`src/rtl/scs8hd_clkdivinv_prog.sv`:
```
// scs8hd_clkdivinv_prog: programmable glitch-free clock divider with selectable output polarity.
// The divided clock comes straight from a register. Changes to the run/stop state and to the
// divide ratio take effect only on period boundaries, so the output never produces a runt pulse.
//
// Ports:
//   i_clk       source clock, rising edge active
//   i_resetb    asynchronous active-low reset
//   i_en        run request (level)
//   i_div       requested divide ratio, sampled when i_div_req is high
//   i_div_req   single-cycle strobe that captures i_div into the pending register
//   o_y         divided clock, polarity set by INVERT
//   o_tc        one-cycle pulse in the cycle after the counter wraps
//   o_div_ack   one-cycle pulse when a pending ratio becomes active
//   o_pend      a captured ratio is waiting for the next boundary
//   o_run       divider is not idle
module scs8hd_clkdivinv_prog #(
  parameter int unsigned WIDTH     = 4,
  parameter int unsigned INVERT    = 1,
  parameter int unsigned RESET_DIV = 2
) (
  input  logic             i_clk,
  input  logic             i_resetb,
  input  logic             i_en,
  input  logic [WIDTH-1:0] i_div,
  input  logic             i_div_req,
  output logic             o_y,
  output logic             o_tc,
  output logic             o_div_ack,
  output logic             o_pend,
  output logic             o_run
);

  typedef enum logic [1:0] {
    StIdle,
    StRun,
    StStop
  } state_e;

  state_e           r_state;
  logic [WIDTH-1:0] r_cnt;
  logic             r_q;
  logic [WIDTH-1:0] r_div_cur;
  logic [WIDTH-1:0] r_div_pend;
  logic             r_pend;
  logic             r_tc;
  logic             r_div_ack;
  logic             r_run;

  logic [WIDTH-1:0] w_last;
  logic [WIDTH-1:0] w_half;
  logic [WIDTH-1:0] w_cnt_next;
  logic [WIDTH-1:0] w_div_clamp;
  logic             w_wrap;
  logic             w_boundary;

  // Last count of the current period and length of the high phase.
  assign w_last      = r_div_cur - WIDTH'(1);
  assign w_half      = r_div_cur >> 1;
  assign w_wrap      = (r_state != StIdle) && (r_cnt == w_last);
  assign w_boundary  = (r_state == StIdle) || w_wrap;
  assign w_cnt_next  = w_wrap ? '0 : r_cnt + WIDTH'(1);
  // Ratios below 2 cannot form a high and a low phase, so they are raised to 2.
  assign w_div_clamp = (i_div < WIDTH'(2)) ? WIDTH'(2) : i_div;

  always_ff @(posedge i_clk or negedge i_resetb) begin
    if (!i_resetb) begin
      r_state    <= StIdle;
      r_cnt      <= '0;
      r_q        <= 1'b0;
      r_div_cur  <= WIDTH'(RESET_DIV);
      r_div_pend <= '0;
      r_pend     <= 1'b0;
      r_tc       <= 1'b0;
      r_div_ack  <= 1'b0;
      r_run      <= 1'b0;
    end else begin
      r_tc      <= 1'b0;
      r_div_ack <= 1'b0;

      case (r_state)
        StIdle: begin
          r_cnt <= '0;
          if (i_en) begin
            r_state <= StRun;
            r_q     <= 1'b1;
            r_run   <= 1'b1;
          end else begin
            r_q <= 1'b0;
          end
        end
        StRun, StStop: begin
          r_tc <= w_wrap;
          if ((r_state == StStop) && !i_en && w_wrap) begin
            // Stop only after a complete period, leaving the output in its low phase.
            r_state <= StIdle;
            r_cnt   <= '0;
            r_q     <= 1'b0;
            r_run   <= 1'b0;
          end else begin
            r_state <= i_en ? StRun : StStop;
            r_cnt   <= w_cnt_next;
            // On a wrap the count restarts at 0, which is high for any ratio >= 2,
            // so a ratio applied on this same edge cannot disturb this value.
            r_q     <= (w_cnt_next < w_half);
          end
        end
        default: begin
          r_state <= StIdle;
          r_cnt   <= '0;
          r_q     <= 1'b0;
          r_run   <= 1'b0;
        end
      endcase

      if (w_boundary && r_pend) begin
        r_div_cur <= r_div_pend;
        r_div_ack <= 1'b1;
        r_pend    <= 1'b0;
      end
      // A new request on the same edge as an application is captured and stays pending.
      if (i_div_req) begin
        r_div_pend <= w_div_clamp;
        r_pend     <= 1'b1;
      end
    end
  end

  assign o_y       = (INVERT != 0) ? ~r_q : r_q;
  assign o_tc      = r_tc;
  assign o_div_ack = r_div_ack;
  assign o_pend    = r_pend;
  assign o_run     = r_run;

endmodule

```
`config.mk`:
```
export PLATFORM = sky130hd
export DESIGN_NAME = scs8hd_clkdivinv_prog
export DESIGN_NICKNAME = d
export VERILOG_FILES = /design/src/rtl/scs8hd_clkdivinv_prog.sv
export SDC_FILE = /design/constraint.sdc
export NUM_CORES = 1
export LEC_CHECK = 0
export BUFFER_PORTS_ARGS = -buffer_cell sky130_fd_sc_hd__buf_4
export CAP_MARGIN = 5
export CORE_UTILIZATION = 59
export DETAILED_ROUTE_END_ITERATION = 16
export GPL_ROUTABILITY_DRIVEN = 1
export PLACE_DENSITY = 0.81
export SETUP_SLACK_MARGIN = 0.05
export SLEW_MARGIN = 20
export SYNTH_ARGS = -nofsm -noshare
export SYNTH_HDL_FRONTEND = slang
export SYNTH_SLANG_ARGS = --single-unit
export TNS_END_PERCENT = 1
```
`constraint.sdc`:
```
create_clock -name i_clk -period 3.8 [get_ports i_clk]
set_input_delay 0.19 -clock i_clk [delete_from_list [all_inputs] [get_ports i_clk]]
set_output_delay 0.19 -clock i_clk [all_outputs]
set_load 0.05 [all_outputs]
```
== After elaboration in Yosys (flattened, before gate mapping) ==
Cells that the tools add are included.
Storage, ports and cells
  register bits: 19
  bits of input ports: 8
Cells by class
  add/subtract/negate cells: 2
  magnitude comparators: 2
  equal/unequal tests: 5
  mux-type cells: 18
  bitwise logic cells: 1
  reduce and logical (&&, ||, !) cells: 11
Operator list (number)
  $mux W4: 4
  $mux W1: 8
  $mux W2: 3
  $add A4 B1 Y4 const B: 1
  $eq A4 B4 Y1: 1
  $logic_and A1 B1 Y1: 4
  $lt A4 B2 Y1 const B: 1
  $lt A4 B3 Y1: 1
  $ne A2 B2 Y1 const B: 2
  $pmux W1 S2: 2
  $pmux W2 S2: 1
  $reduce_bool A2 Y1: 2
  $sub A4 B1 Y4 const B: 1
  $eq A2 B1 Y1 const B: 1
  $eq A2 B2 Y1 const B: 1
  $logic_not A2 Y1: 1
  $reduce_and A2 Y1: 1
  $reduce_or A2 Y1: 1
  $logic_not A1 Y1: 1
  $logic_or A1 B1 Y1: 1
  $not A1 Y1: 1

== Logic depth before layout (Yosys ltp) ==
  depth after elaboration: 7
  mapped depth: 10
  depth with buffers taken out: 10

== Least setup slack after synthesis ==
No wires, ideal clock.
  path type: register -> register
  from: reg r_div_cur[1]
  to: reg r_q
  library setup time: 0.095 ns
  data arrival time: 2.325 ns
  data required time: 3.705 ns
  path slack: 1.380 ns
  stages on the path, launching flop included: 11
  buffers on the path: 0
  period minus slack after synthesis: 2.420 ns
  cell sequence: dfstp_2 > inv_1 > ha_1 > xnor3_1 > nand3_2 > nor3_1 > nor2_1 > ha_1 > a211oi_1 > a211oi_1 > o31ai_1
Between the ends
  cells in the longest elaborated chain, start to end: 7
  elaborated cells between the ends (all ways): 8
Ends and longest elaborated chain
  start: declaration: RTL line 42  | logic [WIDTH-1:0] r_div_cur;
  start signal: assignment: RTL line 70  | r_div_cur <= WIDTH'(RESET_DIV);
  start signal: assignment: RTL line 116  | r_div_cur <= r_div_pend;
  $sub A4 B1 Y4: RTL line 57  | assign w_last = r_div_cur - WIDTH'(1);
  $eq A4 B4 Y1: RTL line 59  | assign w_wrap = (r_state != StIdle) && (r_cnt == w_last);
  $logic_and A1 B1 Y1: RTL line 59
  $mux W4: RTL line 61  | assign w_cnt_next = w_wrap ? '0 : r_cnt + WIDTH'(1);
  $lt A4 B3 Y1: RTL line 104  | r_q <= (w_cnt_next < w_half);
  $mux W1 (*): RTL line 93  | if ((r_state == StStop) && !i_en && w_wrap) begin
  $pmux W1 S2 (*): RTL line 80  | case (r_state)
  end signal: assignment: RTL line 104
  end: declaration: RTL line 41  | logic r_q;
Every way passes the cells marked *; elsewhere a longest branch is shown, timed or not.
A chain may end at the register's enable or synchronous reset.

== Worst setup path in the final report ==
Ends and elaborated chain as after synthesis.

==> flow_summary.yaml <==
cells_and_area:
  drive_above_1_share_pct: 22.73
  final_common_cell: "dfrtp_1"
  mostFrequentLayoutCells: "18 x dfrtp_1, 12 x inv_1, 12 x nor2_1, 12 x buf_4, 7 x ha_1"
  area_growth_pct: 14.14
  n_antenna_cell: 0
  fill_cells: 97
  instances_no_fill: 126
  nets: 126
global_route:
  grt_pass1_wl_um: 2946
  grt_pass1_vias: 711
  grt-ovfl-total: 0
  grt_usage_pct: 21.28
  grt_max_degree: 20
  antenna_found_initial: 0
detailed_routing:
  vias_per_cell: 5.619
  wl_per_cell_um: 13.10
  num_vias: 708
  wirelength_um: 1651
  drc: 0
  drt_iter0_drc: 5
  first_pass_iters: 4
  ant_nets: 0
synthesis:
  synth_edf_count: 0
  async_flop_share_pct: 100.0
  synth_ff_type: "dfrtp_1"
  synthMuxAreaShare_pct: 6.633
  synth_top_area_share_pct: 45.06
  synthXorXnorAreaFrac_pct: 8.385
  synth_nets: 109
  yosys.area_share.adder_pct: 8.761
  synth_top_family_by_area: "simple AND/OR/NAND/NOR gates"
  netlist_area_um2: 999.7
  synth.area.top_cells: "dfrtp_1 45%, ha_1 8.8%, mux2_2 5.6%"
  netlist_instances: 94
  synth_compound_area_share_pct: 10.51
  synthSimpleGateAreaFrac_pct: 13.02
  seq_area_frac_synth_pct: 47.68
  yosys_warnings: 0
  ys_ff_latch: 19
  yosysTopAreaCell: "dfrtp_1"
  yosysUniqueCellTypes: 29
  syn_avg_cell_area_um2: 10.64
sta:
  setup_viol: 0
  fin_crit_sh_pct: 71.88
  fin_ws_ns: 1.068
  finalHoldViolCount: 0
  tightest_slew_ns: 0.4659
  grt_setup_unrepaired: "false"
  fmax_mhz: 366.1
  setup-tns-final_ns: 0
  fin_skew_ns: 0.002081
  final_max_slew_viol_count: 0
  slew_headroom_pct: 68.70
  post-route-min-period_ns: 2.732
floorplanning:
  start_util_pct: 64.85
  dieArea_um2: 1863
  dieHeight_um: 43.17
  rows: 14
  design.core.area_um2: 1541
  dieWidth_um: 43.17
  io_pins: 13
placed_design:
  io_buffers: 12
  dp_slack_ns: 1.133
  gp_congestion: 0.7690
  dp_hpwl_um: 1289
  dp.cells: 121
pwr:
  power.density_nw_per_um2: 858.1
  power.total_w: 0.0009791
  ir_drop_mv: 0.5117
  p_leak_nw: 0.5626
setup_path:
  crit_buf_inv: 1
  crit_fanout: 5
  cpMaxStageDelayCell: "dfstp_2"
  worstPathCellList: "inv_1, ha_1, xnor3_1, nand3_2, nor3_1, nor2_1, ha_1, a211oi_1, a211oi_1, o31ai_1"
  rr_startpoint: "r_div_cur[1]$_DFFE_PN1P_"
  crit_start: "r_div_cur[1]$_DFFE_PN1P_"
  crit_arrival_ns: 2.94
  slowest_delay_ns: 0.55
  critPathKind: "reg2reg"
  worst_path_dominant_cell_family: "simple AND/OR/NAND/NOR gates"
  setup.worst_path.start_class: "flop"
  cp.required_ns: 4.01
  r2r_slack_ns: 1.07
  end_kind: "flop"
worst_hold_path:
  hold_class: "in2reg"
  hp-start: "i_en"
clock_tree:
  cts_resized: 0
  cts_num_sinks: 19
  insertion_delay_ns: 0.29
  cts_buffers: 3
  cts_tree: "done"
  cts-root-buf: "clkbuf_4"
  path_clk_slew_ns: 0.10
  hold_buffers: 1
  cts_max_level: 1
  cts_buffer_depth: 2
  cts_setup_buffers: 0
job:
  drv_cap: 0
run_status:
  outcome: "finished clean"
## path summary, 6_finish.rpt
kind,end,cells after the start
worst max-delay path,r_q$_DFF_PN0_,10
worst min-delay path,r_state[1]$_DFFE_PN0P_,2
worst max register to register,r_q$_DFF_PN0_,10
worst min register to register,r_div_pend[2]$_DFFE_PN0P_,1
max in group asynchronous,r_div_cur[1]$_DFFE_PN1P_,2
min in group asynchronous,o_tc$_DFF_PN0_,2
## metrics by stage
stage	hold slack (ns)	util [%]	cell area, um2
2_1_floorplan	-0.1056	-	999.7
3_3_place_gp	0.07043	71.67	1105
3_5_place_dp	0.07050	71.67	1105
4_1_cts	0.06885	74.03	1141
5_1_grt	0.06753	74.03	1141
6_report	0.08055	74.03	1141
## cell usage after synthesis, drive strengths merged, types with 3 or more instances
cell and count:
dfrtp 18, nor2 13, inv 12, ha 7, mux2 5, a21oi 4
nand2 4, nor3 4, o21ai 4, xor2 4, xnor2 3
## per-layer routing
| metal | vias to the layer above | part of all wire [%] | track usage (%) |
|---|---|---|---|
| met5 | - | 0 | 0 |
| met3 | 6 | 3.3 | 4.681 |
| met2 | 20 | 48 | 34.63 |
| met4 | 0 | 2.2 | 12.73 |
| met1 | 335 | 47 | 25.42 |
| li1 | 347 | - | - |
## registers in the layout, summed over array words and instances, names as in the netlist
name        flops
o_div_ack       1
o_pend          1
r_div_pend      4
r_div_cur       4
o_tc            1
o_run           1
r_cnt           4
r_q             1
r_state         2
## cell families (layout without fill, tap and decap cells)
| group | Yosys count | in the layout |
|---|---|---|
| AND/OR/NAND/NOR | 27 | 27 |
| AO/OA/AOI/OAI | 14 | 14 |
| buffers and inverters | 13 | 29 |
| XOR/XNOR | 8 | 8 |
| multiplexers | 6 | 6 |
| flip-flops | 19 | 19 |
| adder cells (fa/ha/maj) | 7 | 7 |
## power by group
| group | switching (W) | internal [W] |
|---|---|---|
| registers | 0.0000587 | 0.000275 |
| clock network | 0.0000587 | 0.0000408 |
| logic | 0.000320 | 0.000227 |
| total | 0.000437 | 0.000542 |
## layout make-up
type                       count  area (um2)  share of cell area (%)
clock buffer                   4       26.28                   2.303
inverter                      12       45.04                   3.947
multi-input combinational     62       473.0                   41.45
sequential                    19       476.7                   41.78
tap                           16       20.02                   1.754
timing repair buffer          13       100.1                   8.772
(Power assumes the default switching activity.)
